### src/rtl/mux2_arb_pkg.sv
// -----------------------------------------------------------------------------
// mux2_arb_pkg
//   Shared types and constants for the two-source stream arbiter that drives
//   the HDMUXB2DL inverting 2:1 mux bank.
//   - arb_state_e : arbiter lock state (idle, locked to A0, locked to A1)
//   - SRC_A0/SRC_A1 : select encoding driven onto the cell bank SL pin
//   - BURST_MAX   : largest supported burst length
// -----------------------------------------------------------------------------
package mux2_arb_pkg;

    typedef enum logic [1:0] {
        ST_IDLE  = 2'd0,
        ST_LOCK0 = 2'd1,
        ST_LOCK1 = 2'd2
    } arb_state_e;

    localparam logic SRC_A0 = 1'b0;
    localparam logic SRC_A1 = 1'b1;

    localparam int BURST_MAX = 15;

    // Lock state that corresponds to holding the mux on a given source.
    function automatic arb_state_e lock_of(input logic src);
        return (src == SRC_A1) ? ST_LOCK1 : ST_LOCK0;
    endfunction

endpackage

### src/rtl/HDMUXB2DL.sv
// -----------------------------------------------------------------------------
// HDMUXB2DL
//   Behavioural view of the library inverting 2:1 mux cell. The library view
//   replaces this at implementation; the function is Z = ~(SL ? A1 : A0).
// Ports
//   A0 in 1  data input selected when SL=0
//   A1 in 1  data input selected when SL=1
//   SL in 1  select
//   Z  out 1 inverted selected data
// -----------------------------------------------------------------------------
module HDMUXB2DL (
    input  logic A0,
    input  logic A1,
    input  logic SL,
    output logic Z
);

    assign Z = ~(SL ? A1 : A0);

endmodule

### src/rtl/mux2_inv_bank.sv
// -----------------------------------------------------------------------------
// mux2_inv_bank
//   W HDMUXB2DL cells sharing one select line. Purely structural.
// Ports
//   a0_i  in  W  data routed to the cells' A0 pins
//   a1_i  in  W  data routed to the cells' A1 pins
//   sl_i  in  1  shared select for every cell
//   zn_o  out W  inverted selected data, ~(sl_i ? a1_i : a0_i)
// -----------------------------------------------------------------------------
module mux2_inv_bank #(
    parameter int W = 8
) (
    input  logic [W-1:0] a0_i,
    input  logic [W-1:0] a1_i,
    input  logic         sl_i,
    output logic [W-1:0] zn_o
);

    for (genvar i = 0; i < W; i++) begin : g_cell
        HDMUXB2DL u_cell (
            .A0 (a0_i[i]),
            .A1 (a1_i[i]),
            .SL (sl_i),
            .Z  (zn_o[i])
        );
    end

endmodule

### src/rtl/mux2_stream_arbiter.sv
// -----------------------------------------------------------------------------
// mux2_stream_arbiter
//   Two-source valid/ready arbiter feeding an inverting HDMUXB2DL bank and a
//   one-deep output register. Round-robin between sources, with the winner
//   allowed up to BURST consecutive beats before the other source gets a turn.
// Parameters
//   W      data width (one mux cell per bit)
//   BURST  max consecutive beats per grant, 1..BURST_MAX (1 = pure round-robin)
// Ports
//   CK      in  1  clock, rising edge
//   RN      in  1  asynchronous active-low reset
//   A0_D    in  W  source 0 data
//   A0_VLD  in  1  source 0 valid
//   A0_RDY  out 1  source 0 ready
//   A1_D    in  W  source 1 data
//   A1_VLD  in  1  source 1 valid
//   A1_RDY  out 1  source 1 ready
//   Z_D     out W  registered output data, true polarity
//   Z_VLD   out 1  output valid
//   Z_RDY   in  1  downstream ready
//   SL_O    out 1  select currently driven to the cell bank
// -----------------------------------------------------------------------------
module mux2_stream_arbiter
    import mux2_arb_pkg::*;
#(
    parameter int W     = 8,
    parameter int BURST = 4
) (
    input  logic         CK,
    input  logic         RN,
    input  logic [W-1:0] A0_D,
    input  logic         A0_VLD,
    output logic         A0_RDY,
    input  logic [W-1:0] A1_D,
    input  logic         A1_VLD,
    output logic         A1_RDY,
    output logic [W-1:0] Z_D,
    output logic         Z_VLD,
    input  logic         Z_RDY,
    output logic         SL_O
);

    // Out-of-range BURST values are clamped into 1..BURST_MAX.
    localparam int BURST_EFF = (BURST < 1) ? 1 :
                               (BURST > BURST_MAX) ? BURST_MAX : BURST;
    localparam int CW        = $clog2(BURST_EFF + 1);
    localparam logic [CW-1:0] CNT_MAX = CW'(BURST_EFF);
    localparam logic [CW-1:0] CNT_ONE = CW'(1);

    arb_state_e    state_q, state_d;
    logic [CW-1:0] cnt_q, cnt_d;
    logic          last_q, last_d;
    logic          sl_q;
    logic          z_vld_q;
    logic [W-1:0]  z_d_q;

    logic          free;
    logic          lock_ok;
    logic          lock_src;
    logic          fresh_vld;
    logic          fresh_src;
    logic          grant_vld;
    logic          grant_src;
    logic          sel;
    logic          load;
    logic          sl_out;
    logic [W-1:0]  zc;

    // Output register can accept a beat when empty or draining this cycle.
    assign free = !z_vld_q | Z_RDY;

    // NOTE: every signal written in this block gets a default first, so no
    //       path leaves a value unassigned and no latch is inferred.
    always_comb begin
        lock_ok   = 1'b0;
        lock_src  = SRC_A0;
        fresh_vld = A0_VLD | A1_VLD;
        fresh_src = SRC_A0;
        state_d   = state_q;
        cnt_d     = cnt_q;
        last_d    = last_q;

        // A held lock continues while its source is valid and the burst is
        // not used up. cnt_q never exceeds CNT_MAX because it only increments
        // under this guard, so it saturates without wrapping.
        case (state_q)
            ST_LOCK0: begin
                lock_src = SRC_A0;
                lock_ok  = A0_VLD && (cnt_q < CNT_MAX);
            end
            ST_LOCK1: begin
                lock_src = SRC_A1;
                lock_ok  = A1_VLD && (cnt_q < CNT_MAX);
            end
            default: begin
                lock_src = SRC_A0;
                lock_ok  = 1'b0;
            end
        endcase

        // Fresh arbitration, used from idle and whenever a lock ends: the lone
        // valid source wins, a tie goes to the source that did not win last.
        // A source whose burst ran out with no competitor starts a new burst
        // in the same cycle, so a single source streams without bubbles.
        if (A0_VLD && A1_VLD) begin
            fresh_src = ~last_q;
        end else if (A1_VLD) begin
            fresh_src = SRC_A1;
        end else begin
            fresh_src = SRC_A0;
        end

        grant_vld = lock_ok | fresh_vld;
        grant_src = lock_ok ? lock_src : fresh_src;

        // With nothing granted the select holds, so the cell bank stays quiet.
        sel  = grant_vld ? grant_src : sl_q;
        load = free & grant_vld;

        // Lock state only moves when the output register is free; a stalled
        // output holds the lock and the beat count.
        if (load) begin
            state_d = lock_of(grant_src);
            cnt_d   = lock_ok ? (cnt_q + CNT_ONE) : CNT_ONE;
            last_d  = grant_src;
        end else if (free) begin
            state_d = ST_IDLE;
            cnt_d   = '0;
        end
    end

    // Select and readies are forced low while reset is asserted, whatever
    // the sources present. Only the source the select points at sees ready.
    assign sl_out = RN & sel;
    assign A0_RDY = RN & free & (sel == SRC_A0);
    assign A1_RDY = RN & free & (sel == SRC_A1);

    mux2_inv_bank #(
        .W (W)
    ) u_bank (
        .a0_i (A0_D),
        .a1_i (A1_D),
        .sl_i (sl_out),
        .zn_o (zc)
    );

    // NOTE: sequential state uses non-blocking assignments so every flop
    //       samples the pre-edge values regardless of statement order.
    always_ff @(posedge CK or negedge RN) begin
        if (!RN) begin
            state_q <= ST_IDLE;
            cnt_q   <= '0;
            last_q  <= SRC_A1;
            sl_q    <= SRC_A0;
            z_vld_q <= 1'b0;
            z_d_q   <= '0;
        end else begin
            state_q <= state_d;
            cnt_q   <= cnt_d;
            last_q  <= last_d;
            sl_q    <= sel;
            // Drain and load on the same edge keeps Z_VLD high.
            if (load) begin
                z_vld_q <= 1'b1;
                z_d_q   <= ~zc;
            end else if (Z_RDY) begin
                z_vld_q <= 1'b0;
            end
        end
    end

    assign Z_D   = z_d_q;
    assign Z_VLD = z_vld_q;
    assign SL_O  = sl_out;

endmodule

### config.mk
export PLATFORM = sky130hd
export DESIGN_NAME = mux2_stream_arbiter
export DESIGN_NICKNAME = d
export VERILOG_FILES = /design/src/rtl/mux2_arb_pkg.sv /design/src/rtl/HDMUXB2DL.sv /design/src/rtl/mux2_inv_bank.sv /design/src/rtl/mux2_stream_arbiter.sv
export SDC_FILE = /design/constraint.sdc
export NUM_CORES = 1
export LEC_CHECK = 0
export ABC_AREA = 1
export CAP_MARGIN = 20
export CORE_MARGIN = 5
export CORE_UTILIZATION = 39
export DETAILED_ROUTE_END_ITERATION = 10
export PLACE_DENSITY_LB_ADDON = 0.3
export SYNTH_ARGS = -nofsm -noshare
export SYNTH_HDL_FRONTEND = slang
export SYNTH_SLANG_ARGS = --single-unit
### constraint.sdc
create_clock -name CK -period 1.72 [get_ports CK]
set_input_delay 0.516 -clock CK [delete_from_list [all_inputs] [get_ports CK]]
set_output_delay 0.516 -clock CK [all_outputs]
set_load 0.05 [all_outputs]
==> out/results.ini, run 1 <==
[global_route]
globalRouteMet2Util_pct=27.3
use_met3_pct=5.20
use_met1_pct=17.8
grt.busiest_layer=met2
grt_start_max_net_pins=22
grt_pass1_vias=1002
grt_overflow=0
antenna_found_initial=0
grt_pass1_wl_um=4110
grt_usage_pct=15.7

[synth]
ys.flop_type=dfrtp_1
synth-seq-area-share_pct=45.5
yosysMostFrequentCell=nand2_1
synthTopCellsByArea=dfrtp_1 (43%), nand2_1 (17%), inv_1 (10%), nand3_1 (9.6%), dfstp_2 (3.0%)
syn_area_sq_um=882
ys_top_cells_by_count=nand2_1 (40), inv_1 (24), nand3_1 (17)
ys_types=18
synth_top_area_share_pct=42.6
syn_area_per_cell_sq_um=7.41
synth.ff_latch_count=16
synth_top_cell_by_area=dfrtp_1
synthCells=119
postSynth.asyncResetShare_pct=100
ys_warn_count=0
synth_edf_count=0
synthesis.nets=142

[clock_tree]
htreeDepth=1
numCtsBuffers=3
cts_buffer_depth=2
ctsHoldBuffers=0
cts_tree=built
clockRootBuffer=clkbuf_4
cts_sinks=16
clock_latency_ps=280
clk_pin_slew_worst_paths_ps=90

[layout]
syn2layout_area_growth_pct=71.1
nNetsFinal=192
seq_area_sq_um=402
drive_above_1_share_pct=25.6
multi_input_area_sq_um=383
final_cells=196
num-fill-cells=180
antenna-diode-count=0
final_core_util_pct=68.9

[routing]
dr.pass1.iters=4
drtIter0Drc=17
drt-total-wl_um=2360
route.detailed.drc=0
routed_via_density=4.67
num_vias=915
wl_per_cell_um=12.0
route.antenna.remaining_nets=0

[worst_setup_path]
endpoint_kind=output pin
slowest_delay_ps=380
worstPathMaxFanout=2
crit_required_ps=1200
path_buf_inv=4
worstSetupPathType=flip-flop to output pin
crit_chain=inv_2 > ha_4 > nor2_4 > nand3_2 > nand2_2 > nand3_4 > nand2_4 > clkinvlp_4 > buf_6 > buf_12
critPathTopFamily=simple AND/OR/NAND/NOR gates
arrival_ps=1710
slowest_stage=dfrtp_1
cp-start-kind=flip-flop

[status]
violations=negative setup slack
outcome=finished, violations left

[pwr]
power_density_mw_per_mm2=1030
ir_drop_v=0.000564
p_leak_nw=0.801

[timing]
fin_ws_ps=-509
final.setup_skew_ps=4.64
period_share_pct=130
finalCriticalPeriod_ps=2230
slew_headroom_pct=82.6
fmax_mhz=449
drv_slew=0
setup_viol=3
hold_viol=0
grt_setup_unrepaired=true
worst_pin_slew_ps=261

[floorplan]
start_util_pct=40.3
fp.coreArea_sq_mm=0.00219
die-height_um=57.6
die_area_sq_mm=0.00331
io-pin-count=33
die_width_um=57.6
placementRows=17

[min_path]
worstHoldPathType=flip-flop to flip-flop

[placed_design]
gp_congestion=0.799
dp_worst_setup_slack_ps=-644
dp_hpwl_um=1870
place_inst=191
port_buffers=32

[run]
drv_cap=0

## where the power goes
group	switching [W]	total (W)	internal, W
Sequential	0.0000645	0.000521	0.000456
Combinational	0.000422	0.000823	0.000401
Clock	0.000121	0.000211	0.0000899
Total	0.000607	0.00155	0.000947
## state kept, by name, indices dropped and copies added, names as in the netlist
| name | flops |
|---|---|
| sl_q | 1 |
| cnt_q | 3 |
| Z_VLD | 1 |
| state_q | 2 |
| Z_D | 8 |
| last_q | 1 |
## tightest hold or removal path, stage by stage, from the launching register on
cell and delay, ps:
dfstp_2 380, nand2_1 60, nand2_1 50
## routing by layer
metal | routed length (um) | up-vias | part of all wire, %
li1 | - | 458 | -
met1 | 939 | 430 | 40
met2 | 1260 | 25 | 53
met3 | 152 | 2 | 6.4
met4 | 12 | 0 | 0.51
met5 | 0 | - | 0
## cell type report
| type | instances | area share [%] |
|---|---|---|
| Multi-Input combinational cell | 74 | 25.4 |
| Clock buffer | 4 | 1.74 |
| Tap cell | 28 | 2.32 |
| Timing Repair Buffer | 48 | 37.2 |
| Sequential cell | 16 | 26.6 |
| Inverter | 26 | 6.72 |
## final timing paths
path	startpoint	endpoint	slack, ps	cells past startpoint
setup / recovery	state_q[0]	SL_O	-510	10
hold / removal	last_q	last_q	490	2
setup reg to reg	state_q[0]	Z_D[3]	80	10
hold reg to reg	last_q	last_q	490	2
max in group asynchronous	RN	last_q	690	2
min in group asynchronous	RN	Z_VLD	760	2
## repair_timing
| action | in CTS | in global routing |
|---|---|---|
| setup endpoints to repair | 11 | 9 |
| pin swaps | 1 | 1 |
| buffers inserted | 1 | 0 |
| gates resized for setup | 4 | 1 |
| cloned | 0 | 0 |
## cell usage in the layout, fill, tap and decap left out, types with 2 or more instances in the layout
cell type / Yosys / routed
inv_1: 24 / 21
dfrtp_1: 15 / 15
nor2_1: 4 / 3
dlygate4sd2_1: 0 / 2
buf_12: 0 / 12
o21ai_0: 4 / 4
nor2_4: 1 / 2
nand2_1: 40 / 40
clkbuf_4: 0 / 3
inv_2: 1 / 3
buf_4: 1 / 15
nand3_1: 17 / 17
clkdlybuf4s50_1: 0 / 18
## cell families after synthesis
family / Yosys count / share of synthesized area, %
compound gates: 6 / 3.55
fa+ha+maj: 2 / 2.84
buf+inv: 29 / 14.8
flops: 16 / 45.5
simple gates: 66 / 33.3
## stage by stage
| stage | cell area, sq um | hold slack [ps] | power (W) | setup TNS (ps) |
|---|---|---|---|---|
| 2_1_floorplan | 911 | 220 | 0.000929 | -783 |
| 3_3_place_gp | 1470 | 459 | 0.00131 | -4460 |
| 3_5_place_dp | 1470 | 472 | 0.00133 | -5040 |
| 4_1_cts | 1500 | 487 | 0.00156 | -1590 |
| 5_1_grt | 1510 | 498 | 0.00165 | -2080 |
| 6_report | 1510 | 488 | 0.00155 | -1510 |
(Power assumes the default switching activity.)
==> run 2: changes to the inputs <==
--- a/config.mk
+++ b/config.mk
@@ -10,6 +10,7 @@
 export CORE_MARGIN = 5
 export CORE_UTILIZATION = 39
 export DETAILED_ROUTE_END_ITERATION = 10
+export GPL_ROUTABILITY_DRIVEN = 0
 export PLACE_DENSITY_LB_ADDON = 0.3
 export SYNTH_ARGS = -nofsm -noshare
 export SYNTH_HDL_FRONTEND = slang
==> results of run 2 <==
Same layout as run 1: the final DEF is identical, and so are final timing and power.
==> run 3: changes to the inputs <==
--- a/config.mk
+++ b/config.mk
@@ -6,12 +6,14 @@
 export NUM_CORES = 1
 export LEC_CHECK = 0
 export ABC_AREA = 1
-export CAP_MARGIN = 20
+export CAP_MARGIN = 0
 export CORE_MARGIN = 5
 export CORE_UTILIZATION = 39
 export DETAILED_ROUTE_END_ITERATION = 10
 export GPL_ROUTABILITY_DRIVEN = 0
+export MAX_ROUTING_LAYER = met4
 export PLACE_DENSITY_LB_ADDON = 0.3
+export RECOVER_POWER = 25
 export SYNTH_ARGS = -nofsm -noshare
 export SYNTH_HDL_FRONTEND = slang
 export SYNTH_SLANG_ARGS = --single-unit
==> run 3 against run 2 <==
Net effect:
- the flow still finishes with violations (negative setup slack)
- first-iteration DRC count decreased by 18%
- maximum frequency about the same
- hold slack got worse by 1.1 ps
- clock-buffer cell count unchanged
- routed wire length unchanged
- setup slack about the same
- combinational power about the same
- critical path depth unchanged
- non-clock buffer count unchanged
- largest cell class unchanged
- largest power group unchanged
==> out/results.ini, run 3 (synthesized netlist as in run 1, its figures left out) <==
[status]
outcome=finished, violations left
violations=negative setup slack

[timing]
fin_ws_ps=-509
worst_pin_slew_ps=262
period_share_pct=130
grt_setup_unrepaired=true
finalCriticalPeriod_ps=2230
slew_headroom_pct=82.5
final.setup_skew_ps=4.58
setup_viol=3
setup_tns_ps=-1510
drv_slew=0
hold_viol=0
fmax_mhz=449

[worst_setup_path]
crit_chain=inv_2 > ha_4 > nor2_4 > nand3_2 > nand2_2 > nand3_4 > nand2_4 > clkinvlp_4 > buf_6 > buf_12
worstPathMaxFanout=2
endpoint_kind=output pin
worstSetupPathType=flip-flop to output pin
arrival_ps=1710
slowest_stage=dfrtp_1
slowest_delay_ps=380
worstRegToRegCells=10
cp-start-kind=flip-flop
crit_required_ps=1200

[pwr]
p_leak_nw=0.801
swShare_pct=39.1
power.internal_w=0.000947
ir_drop_v=0.000563
clock_power_share_pct=13.6
combPwrFrac_pct=52.9
power.share.sequential_pct=33.5
power_density_mw_per_mm2=1030
power_switching_w=0.000607

[floorplan]
start_util_pct=40.3
die_width_um=57.6
die_area_sq_mm=0.00331
die-height_um=57.6
placementRows=17
fp.coreArea_sq_mm=0.00219
io-pin-count=33

[routing]
dr.pass1.iters=4
route.antenna.remaining_nets=0
num_vias=915
routed_via_density=4.67
drt-total-wl_um=2360
route.detailed.drc=0
wl_per_cell_um=12.0
drtIter0Drc=14

[placed_design]
dp_hpwl_um=1870
dp_worst_setup_slack_ps=-644
port_buffers=32
placed_area_sq_mm=0.00147

[clock_tree]
cts_buffer_depth=2
clockRootBuffer=clkbuf_4
ctsHoldBuffers=0
clk_pin_slew_worst_paths_ps=90
cts_sinks=16
htreeDepth=1
clock_latency_ps=280
numCtsBuffers=3
cts_tree=built

[layout]
nNetsFinal=192
num-fill-cells=180
final_cell_mix=nand2_1 (40), inv_1 (21), clkdlybuf4s50_1 (18)
antenna-diode-count=0
drive_above_1_share_pct=25.6
final_core_util_pct=68.9
mostFrequentLayoutCell=nand2_1
stdcell_area_sq_mm=0.00151
syn2layout_area_growth_pct=71.1
seq_area_sq_um=402
multi_input_area_sq_um=383
largest_register_ffs=8

[global_route]
grt_pass1_vias=1004
antenna_found_initial=0
use_met1_pct=18.0
grt_pass1_wl_um=4110
grt_usage_pct=16.2
grt_start_max_net_pins=22
grt.busiest_layer=met2
grt_overflow=0
globalRouteMet2Util_pct=27.3
use_met3_pct=4.75

[min_path]
worstHoldPathType=flip-flop to flip-flop
hold_depth=2

[run]
drv_cap=0

-- run 3: per-stage QoR --
step                cells  hold slack (ps)  total power (W)
detailed placement    191              472          0.00133
CTS                   196              487          0.00156
global placement      191              459          0.00131
finish                196              487          0.00155
floorplan             119              220         0.000929
global route          196              498          0.00165
-- run 3: cell type report --
cell class | instances | area share [%]
Sequential cell | 16 | 26.6
Tap cell | 28 | 2.32
Timing Repair Buffer | 48 | 37.2
Inverter | 26 | 6.72
Multi-Input combinational cell | 74 | 25.4
Clock buffer | 4 | 1.74
-- run 3: per-layer routing --
layer / up-vias / part of all wire (%)
met3: 2 / 6.1
met1: 428 / 40
li1: 458 / -
met5: - / 0
met2: 27 / 53
met4: 0 / 0.51
-- run 3: final timing paths --
path                                 start      to  slack [ps]
max in group asynchronous               RN  last_q         680
worst max register to register  state_q[0]  Z_D[3]          80
worst min-delay path                last_q  last_q         490
worst max-delay path            state_q[0]    SL_O        -510
min in group asynchronous               RN   Z_VLD         760
worst min register to register      last_q  last_q         490
-- run 3: critical path: cells and delay by family (launching register included) --
kind	cells	cell delay, ps
and+or+nand+nor	5	430
buffers and inverters	4	430
DFF	1	380
adders and majority gates	1	200
-- run 3: power groups by stage --
stage	sequential [W]	clock (W)	combinational (W)
2_1_floorplan	0.000638	0	0.000290
3_3_place_gp	0.000525	0	0.000789
3_5_place_dp	0.000528	0	0.000807
4_1_cts	0.000522	0.000214	0.000823
5_1_grt	0.000528	0.000239	0.000881
6_report	0.000521	0.000211	0.000823
-- run 3: timing repair --
action | CTS | global route
gates resized for setup | 4 | 1
cloned | 0 | 0
pin swaps | 1 | 1
setup buffers | 1 | 0
endpoints found under the setup margin | 11 | 9
